File: src/rtl/morse_char_buffer_if.sv
// morse_char_buffer_if
//   Groups the symbol strobes, the ready handshake and the eight display
//   codes between the Morse decoder front end and morse_char_buffer.
//   master : drives sym_valid/sym_dash/char_end/word_end/clear, sees ready/char0..7
//   slave  : the buffer itself (morse_char_buffer)
interface morse_char_buffer_if;
  logic       sym_valid;
  logic       sym_dash;
  logic       char_end;
  logic       word_end;
  logic       clear;
  logic       ready;
  logic [5:0] char0, char1, char2, char3, char4, char5, char6, char7;

  modport master (
    output sym_valid, sym_dash, char_end, word_end, clear,
    input  ready, char0, char1, char2, char3, char4, char5, char6, char7
  );

  modport slave (
    input  sym_valid, sym_dash, char_end, word_end, clear,
    output ready, char0, char1, char2, char3, char4, char5, char6, char7
  );
endinterface

File: src/rtl/morse_char_buffer.sv
// morse_char_buffer
//   Collects dot/dash symbols into a pending character, translates it to a
//   6-bit display code and shifts it into an 8-digit scrolling buffer
//   (char0 newest / rightmost, char7 oldest). Feeds sseg_driver I0..I7.
// Ports
//   clk      : system clock
//   reset_n  : asynchronous active-low reset
//   bus      : morse_char_buffer_if.slave (strobes, clear, ready, char0..7)
// Configuration
//   MORSE_DIGITS_EN : when defined, five-symbol digit patterns decode to 0..9;
//                     otherwise they decode to ERR_CODE.
//
// state      | meaning
// -----------+---------------------------------------------------------
// ST_COLLECT | accepting symbols and gap strobes (ready = 1)
// ST_SPACE   | one cycle: shifts in the word-gap blank (ready = 0)
module morse_char_buffer #(
  parameter logic [5:0] BLANK_CODE = 6'd36,
  parameter logic [5:0] ERR_CODE   = 6'd37
) (
  input logic                clk,
  input logic                reset_n,
  morse_char_buffer_if.slave bus
);

  localparam logic [0:0] ST_COLLECT = 1'b0;
  localparam logic [0:0] ST_SPACE   = 1'b1;

  logic [0:0] state_q, state_d;
  logic [2:0] cnt_q, cnt_d;
  logic [4:0] pat_q, pat_d;
  logic       ovf_q, ovf_d;
  logic [5:0] chars_q [8];
  logic [5:0] chars_d [8];

  logic       do_shift, do_clear;
  logic [5:0] shift_code;
  logic [2:0] cnt_a;
  logic [4:0] pat_a;
  logic       ovf_a;

  // Pattern bit k holds the k-th symbol received (1 = dash).
  function automatic logic [5:0] lookup(input logic [2:0] cnt, input logic [4:0] pat);
    logic [5:0] code;
    code = ERR_CODE;
    case ({cnt, pat})
      {3'd2, 5'b00010}: code = 6'd10; // A .-
      {3'd4, 5'b00001}: code = 6'd11; // B -...
      {3'd4, 5'b00101}: code = 6'd12; // C -.-.
      {3'd3, 5'b00001}: code = 6'd13; // D -..
      {3'd1, 5'b00000}: code = 6'd14; // E .
      {3'd4, 5'b00100}: code = 6'd15; // F ..-.
      {3'd3, 5'b00011}: code = 6'd16; // G --.
      {3'd4, 5'b00000}: code = 6'd17; // H ....
      {3'd2, 5'b00000}: code = 6'd18; // I ..
      {3'd4, 5'b01110}: code = 6'd19; // J .---
      {3'd3, 5'b00101}: code = 6'd20; // K -.-
      {3'd4, 5'b00010}: code = 6'd21; // L .-..
      {3'd2, 5'b00011}: code = 6'd22; // M --
      {3'd2, 5'b00001}: code = 6'd23; // N -.
      {3'd3, 5'b00111}: code = 6'd24; // O ---
      {3'd4, 5'b00110}: code = 6'd25; // P .--.
      {3'd4, 5'b01011}: code = 6'd26; // Q --.-
      {3'd3, 5'b00010}: code = 6'd27; // R .-.
      {3'd3, 5'b00000}: code = 6'd28; // S ...
      {3'd1, 5'b00001}: code = 6'd29; // T -
      {3'd3, 5'b00100}: code = 6'd30; // U ..-
      {3'd4, 5'b01000}: code = 6'd31; // V ...-
      {3'd3, 5'b00110}: code = 6'd32; // W .--
      {3'd4, 5'b01001}: code = 6'd33; // X -..-
      {3'd4, 5'b01101}: code = 6'd34; // Y -.--
      {3'd4, 5'b00011}: code = 6'd35; // Z --..
`ifdef MORSE_DIGITS_EN
      {3'd5, 5'b11111}: code = 6'd0;  // -----
      {3'd5, 5'b11110}: code = 6'd1;  // .----
      {3'd5, 5'b11100}: code = 6'd2;  // ..---
      {3'd5, 5'b11000}: code = 6'd3;  // ...--
      {3'd5, 5'b10000}: code = 6'd4;  // ....-
      {3'd5, 5'b00000}: code = 6'd5;  // .....
      {3'd5, 5'b00001}: code = 6'd6;  // -....
      {3'd5, 5'b00011}: code = 6'd7;  // --...
      {3'd5, 5'b00111}: code = 6'd8;  // ---..
      {3'd5, 5'b01111}: code = 6'd9;  // ----.
`endif
      default:          code = ERR_CODE;
    endcase
    return code;
  endfunction

  always_comb begin
    state_d    = state_q;
    cnt_d      = cnt_q;
    pat_d      = pat_q;
    ovf_d      = ovf_q;
    do_shift   = 1'b0;
    do_clear   = 1'b0;
    shift_code = BLANK_CODE;
    cnt_a      = cnt_q;
    pat_a      = pat_q;
    ovf_a      = ovf_q;

    if (bus.clear) begin
      do_clear = 1'b1;
      cnt_d    = 3'd0;
      pat_d    = 5'd0;
      ovf_d    = 1'b0;
      state_d  = ST_COLLECT;
    end else if (state_q == ST_SPACE) begin
      // Strobes are dropped here; only the blank is shifted in.
      do_shift = 1'b1;
      state_d  = ST_COLLECT;
    end else begin
      // A symbol arriving with a gap strobe is appended before the commit.
      if (bus.sym_valid) begin
        if (cnt_q < 3'd5) begin
          pat_a = pat_q | ({4'b0000, bus.sym_dash} << cnt_q);
          cnt_a = cnt_q + 3'd1;
        end else begin
          ovf_a = 1'b1;
        end
      end
      cnt_d = cnt_a;
      pat_d = pat_a;
      ovf_d = ovf_a;

      if ((bus.char_end || bus.word_end) && (cnt_a != 3'd0)) begin
        do_shift   = 1'b1;
        shift_code = ovf_a ? ERR_CODE : lookup(cnt_a, pat_a);
        cnt_d      = 3'd0;
        pat_d      = 5'd0;
        ovf_d      = 1'b0;
        if (bus.word_end) state_d = ST_SPACE;
      end else if (bus.word_end && (chars_q[0] != BLANK_CODE)) begin
        do_shift = 1'b1;
      end
    end

    for (int i = 0; i < 8; i++) chars_d[i] = chars_q[i];
    if (do_clear) begin
      for (int i = 0; i < 8; i++) chars_d[i] = BLANK_CODE;
    end else if (do_shift) begin
      chars_d[0] = shift_code;
      for (int i = 1; i < 8; i++) chars_d[i] = chars_q[i-1];
    end
  end

  always_ff @(posedge clk or negedge reset_n) begin
    if (!reset_n) begin
      state_q <= ST_COLLECT;
      cnt_q   <= 3'd0;
      pat_q   <= 5'd0;
      ovf_q   <= 1'b0;
      for (int i = 0; i < 8; i++) chars_q[i] <= BLANK_CODE;
    end else begin
      state_q <= state_d;
      cnt_q   <= cnt_d;
      pat_q   <= pat_d;
      ovf_q   <= ovf_d;
      for (int i = 0; i < 8; i++) chars_q[i] <= chars_d[i];
    end
  end

  assign bus.ready = (state_q == ST_COLLECT);
  assign bus.char0 = chars_q[0];
  assign bus.char1 = chars_q[1];
  assign bus.char2 = chars_q[2];
  assign bus.char3 = chars_q[3];
  assign bus.char4 = chars_q[4];
  assign bus.char5 = chars_q[5];
  assign bus.char6 = chars_q[6];
  assign bus.char7 = chars_q[7];

endmodule

File: src/flat_wrapper.sv
// flat-port wrapper written by rule: the top's interface ports become plain ports
module morse_char_buffer_flat 
#(
  parameter logic [5:0] BLANK_CODE = 6'd36,
  parameter logic [5:0] ERR_CODE   = 6'd37
)
  (clk, reset_n, bus_sym_valid, bus_sym_dash, bus_char_end, bus_word_end, bus_clear, bus_ready, bus_char0, bus_char1, bus_char2, bus_char3, bus_char4, bus_char5, bus_char6, bus_char7);
  morse_char_buffer_if bus_i ();
  input logic clk;
  input logic reset_n;
  input wire logic [$bits(bus_i.sym_valid)-1:0] bus_sym_valid;
  input wire logic [$bits(bus_i.sym_dash)-1:0] bus_sym_dash;
  input wire logic [$bits(bus_i.char_end)-1:0] bus_char_end;
  input wire logic [$bits(bus_i.word_end)-1:0] bus_word_end;
  input wire logic [$bits(bus_i.clear)-1:0] bus_clear;
  output wire logic [$bits(bus_i.ready)-1:0] bus_ready;
  output wire logic [$bits(bus_i.char0)-1:0] bus_char0;
  output wire logic [$bits(bus_i.char1)-1:0] bus_char1;
  output wire logic [$bits(bus_i.char2)-1:0] bus_char2;
  output wire logic [$bits(bus_i.char3)-1:0] bus_char3;
  output wire logic [$bits(bus_i.char4)-1:0] bus_char4;
  output wire logic [$bits(bus_i.char5)-1:0] bus_char5;
  output wire logic [$bits(bus_i.char6)-1:0] bus_char6;
  output wire logic [$bits(bus_i.char7)-1:0] bus_char7;
  assign bus_i.sym_valid = bus_sym_valid;
  assign bus_i.sym_dash = bus_sym_dash;
  assign bus_i.char_end = bus_char_end;
  assign bus_i.word_end = bus_word_end;
  assign bus_i.clear = bus_clear;
  assign bus_ready = bus_i.ready;
  assign bus_char0 = bus_i.char0;
  assign bus_char1 = bus_i.char1;
  assign bus_char2 = bus_i.char2;
  assign bus_char3 = bus_i.char3;
  assign bus_char4 = bus_i.char4;
  assign bus_char5 = bus_i.char5;
  assign bus_char6 = bus_i.char6;
  assign bus_char7 = bus_i.char7;
  morse_char_buffer #(.BLANK_CODE(BLANK_CODE), .ERR_CODE(ERR_CODE)) u_core (.clk(clk), .reset_n(reset_n), .bus(bus_i));
endmodule
File: config.mk
export PLATFORM = sky130hd
export DESIGN_NAME = morse_char_buffer_flat
export DESIGN_NICKNAME = d
export VERILOG_FILES = /design/src/rtl/morse_char_buffer_if.sv /design/src/rtl/morse_char_buffer.sv /design/src/flat_wrapper.sv
export SDC_FILE = /design/constraint.sdc
export NUM_CORES = 1
export LEC_CHECK = 0
export CAP_MARGIN = 20
export CORE_MARGIN = 4
export CORE_UTILIZATION = 50
export DETAILED_ROUTE_END_ITERATION = 7
export GPL_ROUTABILITY_DRIVEN = 1
export PLACE_DENSITY = 0.77
export SYNTH_ARGS = -nofsm -noshare
export SYNTH_HDL_FRONTEND = slang
export SYNTH_SLANG_ARGS = --single-unit
File: constraint.sdc
create_clock -name clk -period 4.4 [get_ports clk]
set_input_delay 0.88 -clock clk [delete_from_list [all_inputs] [get_ports clk]]
set_output_delay 0.88 -clock clk [all_outputs]
set_load 0.005 [all_outputs]
Yosys cells after proc, flatten, opt, wreduce, memory -nomap -nowiden. Cells that the tools add are included.

Register bits after elaboration: 58. Bits of input ports: 7. Output and inout bits: 49. Word-level logic and storage cells: 87.

Add/sub/neg operators: 1. Order comparisons: 1. Eq/ne operators: 28. Shift-type cells: 1. Mux-type cells: 37. Bitwise gates (word level): 2. Reductions and logical operators: 5.

Operators by type and width (count): one-hot mux 6 bit (26 select lines) (1); == test 8 x 7 -> 1 bit, second input constant (12); == test 8 bit, second input constant (12); two-way mux 48 bit (2); two-way mux 5 bit (7); two-way mux 6 bit (4); two-way mux 3 bit (7); == test 8 x 6 -> 1 bit, second input constant (2); two-way mux 1 bit (16); inequality test 6 bit, second input constant (1); bitwise OR 5 bit (1); << shifter 1 x 3 -> 5 bit (1); adder 3 x 1 -> 3 bit, second input constant (1); less-than comparator 3 bit, second input constant (1); nonzero test 3 bit (1); logical AND 1 bit (2); inequality test 2 bit, second input constant (1); nonzero test 2 bit (1); logical OR 1 bit (1); inverter 1 bit (1).

Logic depth before layout (Yosys ltp).
Depth in word-level cells: 14. Depth in mapped cells: 10. Mapped depth without buffers: 8.

Least setup slack after synthesis. No wires, ideal clock.

Path kind: input to register. Start: input port bus_sym_valid. End: register u_core.chars_q, in the netlist u_core.bus.char0[0]. Library setup time: 130 ps. Arrival time: 2417 ps. Required time: 4270 ps. Slack: 1853 ps. Stages on the path: 7. Path buffers: 0. Path through: or4b_2 > o41ai_2 > nand3_1 > o32ai_1 > nor4_1 > nand3_1 > o21ai_0.

Cells in the longest elaborated chain, start to end: 11. Elaborated cells on any way between the ends: 48. Those cells by class: eq/ne: 26; mux: 19; reduce/logical: 3.

RTL lines: start, declared (line flat_wrapper.sv:11) `input wire logic [$bits(bus_i.sym_valid)-1:0] bus_sym_valid;`; two-way mux 5 bit / two-way mux 3 bit (equally long branches) (line morse_char_buffer.sv:114) `if (bus.sym_valid) begin`; two-way mux 5 bit / two-way mux 3 bit (equally long branches) (line morse_char_buffer.sv:108) `end else if (state_q == ST_SPACE) begin`; two-way mux 5 bit / two-way mux 3 bit (equally long branches) (line morse_char_buffer.sv:102) `if (bus.clear) begin`; == test 8 bit, or another cell as far along (line morse_char_buffer.sv:46) `case ({cnt, pat})`; one-hot mux 6 bit (26 select lines) (line morse_char_buffer.sv:46); two-way mux 6 bit (line morse_char_buffer.sv:128) `shift_code = ovf_a ? ERR_CODE : lookup(cnt_a, pat_a);`; two-way mux 6 bit (line morse_char_buffer.sv:126) `if ((bus.char_end || bus.word_end) && (cnt_a != 3'd0)) begin`; two-way mux 6 bit (line morse_char_buffer.sv:108); two-way mux 6 bit (line morse_char_buffer.sv:102); two-way mux 48 bit (line morse_char_buffer.sv:141) `end else if (do_shift) begin`; two-way mux 48 bit (line morse_char_buffer.sv:139) `if (do_clear) begin`; end, declared (line morse_char_buffer.sv:33) `logic [5:0] chars_q [8];`.

Several ways; a longest one is shown, not always the timed one. The select of a mux whose other input is x is not followed. A chain may end at the register's enable or synchronous reset.

Worst setup path after layout.
Start: input port bus_sym_valid. End: register u_core.chars_q, in the netlist u_core.bus.char0[1].

The elaborated chain is that of the path after synthesis.

==> metrics.log <==
INFO  metric synthToLayoutAreaGrowth = 24.3%
INFO  metric clkLatencyLatePin = approximately 330 ps
INFO  metric timing.fmax = 306 MHz
INFO  metric run_status = complete, no violations
INFO  metric routed_wirelength = 7770 µm
INFO  metric final_cell_mix = sky130_fd_sc_hd__nand2_1 (61), sky130_fd_sc_hd__clkdlybuf4s50_1 (54), sky130_fd_sc_hd__o21ai_0 (48), sky130_fd_sc_hd__dfrtp_1 (42), sky130_fd_sc_hd__nand2b_1 (29)
INFO  metric placer_congestion_estimate = 0.956
INFO  metric gr-usage-met2 = 32.3%
INFO  metric number_of_antenna_violations_at_the_first_check_in_global_routing = 0
INFO  metric final_nets = between 400 and 500
INFO  metric met1_usage = roughly 31%
INFO  metric tightestPinTransition = 876 ps
INFO  metric cts_buffer_depth = 2
INFO  metric synth_ff_type = sky130_fd_sc_hd__dfrtp_1
INFO  metric drt.antenna.violating_nets = 0
INFO  metric floorplan.die.width = 86.5 µm
INFO  metric worst_slew_margin_rel = 41.3%
INFO  metric post_drt_wl_per_cell = 16.2 µm
INFO  metric power_per_cell_area = ~340 mW/mm²
INFO  metric die_area = between 0.007 and 0.008 mm²
INFO  metric final.min_clock_period = 3270 ps
INFO  metric drt_pre_antenna_iters = 5
INFO  metric mappedNetlistArea = 0.00308 mm²
INFO  metric power = 1.30 mW
INFO  metric place.port_buffers = 55
INFO  metric fill_cells = 510
INFO  metric critical_path.reg2reg.endpoint = u_core.bus.char6[0]
INFO  metric rsz_0062_raised_after_global_routing = no
INFO  metric grt_first_pass_wirelength = 12,900 µm
INFO  metric fin_setup_tns = 0 ps
INFO  metric post-cts-setup-buffers = 0
INFO  metric final_cells = 480
INFO  metric swShare = between 20% and 30%
INFO  metric antenna-diode-count = 0
INFO  metric final_min_period_over_clock_period = 74.2%
INFO  metric power.internal = 933 µW
INFO  metric row_count = 28
INFO  metric ys_ff_latch = 58
INFO  metric placeableCoreArea = 0.00596 mm²
INFO  metric io_pins = between 50 and 60
INFO  metric crit_required = 4660 ps
INFO  metric clkSinkCount = 58
INFO  metric slew_violations = 0
INFO  metric net-switching-power = 368 µW
INFO  metric initial_utilization = 51.7%
INFO  metric synth_nets = 358
INFO  metric min_to = u_core.bus.char7[2]
INFO  metric dp_cells = around 470
INFO  metric finish.utilization = between 60% and 70%
INFO  metric finalClockSkew = 11.1 ps
INFO  metric pwr-share-comb = 20.0%
INFO  metric grtUsageTotal = about 22%
INFO  metric dr.first_iter.drc_count = 180
INFO  metric worst-r2r-cell-count = 7
INFO  metric share_clk_of_total_power = a little under a third
INFO  metric end_kind = register
INFO  metric syn_area_per_cell = between 8 and 9 µm²
INFO  metric setup_violating_endpoint_count_in_the_final_report = 0
INFO  metric drv_cap = 0
INFO  metric grt_pass1_vias = 2,627
INFO  metric yosysWarnings = 0
INFO  metric dr_total_vias = approximately 2,800
INFO  metric tritoncts = built
INFO  metric holdPathStages = 2
INFO  metric tritoncts.num_buffers = 9
INFO  metric drive_above_1_share = 11.4%
INFO  metric most_area_consuming_cells_after_synthesis = sky130_fd_sc_hd__dfrtp_1 (34%), sky130_fd_sc_hd__dfstp_2 (14%), sky130_fd_sc_hd__o21ai_0 (7.8%), sky130_fd_sc_hd__nand2_1 (7.4%), sky130_fd_sc_hd__nand2b_1 (5.9%)
INFO  metric clk_pin_slew_worst_paths = 60 ps
INFO  metric remaining_drc_errors = 0
INFO  metric use_met3 = under 10%
INFO  metric cts-root-buf = sky130_fd_sc_hd__clkbuf_8
INFO  metric instance_count_of_the_mapped_netlist = 350
INFO  metric cts_repair_resize_count = 0
INFO  metric synth_largest_area_cell = sky130_fd_sc_hd__dfrtp_1
INFO  metric leakagePower = 1.50 nW
INFO  metric postSynth.asyncResetShare = 100%
INFO  metric post_synth_num_cell_types = 51
INFO  metric max_fanout_on_critical_path = 17
INFO  metric routed_via_density = approximately 5.8
INFO  metric finalHoldViolations = 0
INFO  metric r2r_start = u_core.cnt_q[1]
INFO  metric gr-total-overflow = 0
INFO  metric setup.worst_path.class = primary input to register
INFO  metric global_route.peak_usage_layer = met2
INFO  metric critPathArrivalTime = 3530 ps
INFO  metric detailedPlacementHpwl = 5420 µm
INFO  metric synth_largest_type_area_fraction = 34.1%
INFO  metric worst_hold_path_type = register to register
INFO  metric die-height = about 86 µm
INFO  metric post_cts_hold_buffers = 0
INFO  metric vdd_ir_drop_max = approximately 240 µV
INFO  metric register_area_share_after_synthesis = 47.8%
INFO  metric most_common_library_cell_in_the_layout_ignoring_fill_and_taps = sky130_fd_sc_hd__nand2_1
INFO  metric synth_edf_count = 0
INFO  metric share_seq_of_total_power = 48.6%
INFO  metric grt_start_max_net_pins = 89
INFO  metric clock_tree.htree_level_count = 3
INFO  metric type_of_origin_of_the_critical_path = primary input
INFO  metric min_from = u_core.bus.char7[2]
INFO  metric ff2ff_setup_slack = 1350 ps
## per-stage QoR
stage | hold WS (ps) | area (µm²) | worst slack [ps]
2_1_floorplan | 450 | 3080 | 1850
3_3_place_gp | 461 | 3670 | 916
3_5_place_dp | 469 | 3670 | 884
4_1_cts | 480 | 3830 | 1230
5_1_grt | 500 | 3830 | 884
6_report | 475 | 3830 | 1130
## worst max-delay path, cell delays in order
cell and delay, ps:
sky130_fd_sc_hd__clkdlybuf4s50_1 390, sky130_fd_sc_hd__buf_4 180, sky130_fd_sc_hd__and3b_1 200, sky130_fd_sc_hd__a31oi_1 680, sky130_fd_sc_hd__nand3_1 280, sky130_fd_sc_hd__o21ai_0 420
sky130_fd_sc_hd__nor4_1 110, sky130_fd_sc_hd__o21ai_0 190, sky130_fd_sc_hd__a32o_1 180
## worst max path at each step
stage	startpoint	end	slack, ps
after floorplan	bus_sym_valid	u_core.bus.char0[0]	1850
after CTS	bus_sym_valid	u_core.bus.char0[1]	1230
final	bus_sym_valid	u_core.bus.char0[1]	1130
after global routing	bus_sym_valid	u_core.bus.char0[1]	880
after global placement	bus_sym_valid	u_core.bus.char0[1]	920
after detailed placement	bus_sym_valid	u_core.bus.char0[1]	880
## synthesized netlist by cell type, types with 3 or more instances
library cell	number
sky130_fd_sc_hd__a21oi_1	11
sky130_fd_sc_hd__a31o_2	3
sky130_fd_sc_hd__a31oi_1	6
sky130_fd_sc_hd__buf_2	9
sky130_fd_sc_hd__clkbuf_1	9
sky130_fd_sc_hd__dfrtp_1	42
sky130_fd_sc_hd__dfstp_2	16
sky130_fd_sc_hd__inv_1	6
sky130_fd_sc_hd__nand2_1	61
sky130_fd_sc_hd__nand2b_1	29
sky130_fd_sc_hd__nand3_1	9
sky130_fd_sc_hd__nand4_1	6
sky130_fd_sc_hd__nor2_1	23
sky130_fd_sc_hd__nor2b_1	3
sky130_fd_sc_hd__nor3_1	5
sky130_fd_sc_hd__nor4_1	3
sky130_fd_sc_hd__o211ai_1	3
sky130_fd_sc_hd__o21ai_0	48
sky130_fd_sc_hd__o21ai_1	7
sky130_fd_sc_hd__o32ai_1	5
## flip-flops by register name (all words and copies together), names as in the netlist
register          count
u_core.bus.char2      6
u_core.bus.char1      6
u_core.bus.char6      6
u_core.bus.char7      6
u_core.bus.char3      6
u_core.state_q        1
u_core.cnt_q          3
u_core.pat_q          5
u_core.bus.char0      6
u_core.bus.char5      6
u_core.bus.char4      6
u_core.ovf_q          1
## metal layers
layer | vias to the layer above | routed length, µm
met5 | - | 0
met4 | 0 | 170
met3 | 21 | 478
met2 | 124 | 3540
met1 | 1290 | 3580
li1 | 1338 | -
## cells by family (layout without fill, tap and decap cells)
group,after synthesis,after routing,synth area share (%)
fa+ha+maj,1,1,0.406
compound gates,107,107,21.9
xor+xnor,2,2,0.569
mux,1,1,0.366
buf+inv,28,83,4.51
flops,58,58,47.8
simple gates,153,153,24.4
## power groups by stage
stage / Combinational (mW) / Clock, mW / Sequential, mW
detailed placement: 0.260 / 0 / 0.642
floorplan: 0.134 / 0 / 0.635
global placement: 0.257 / 0 / 0.641
global route: 0.288 / 0.448 / 0.641
finish: 0.260 / 0.409 / 0.632
CTS: 0.262 / 0.418 / 0.633
## area by class of cell
class                           instances  area, µm²  share of cell area (%)
Timing Repair Buffer                   62        611                    15.9
Tap cell                               75       93.8                    2.45
Clock buffer                           11        141                    3.69
Inverter                                6       22.5                   0.588
Multi-Input combinational cell        264       1470                    38.4
Sequential cell                        58       1470                    38.4
Clock inverter                          4       20.0                   0.523
(Power assumes the default switching activity.)
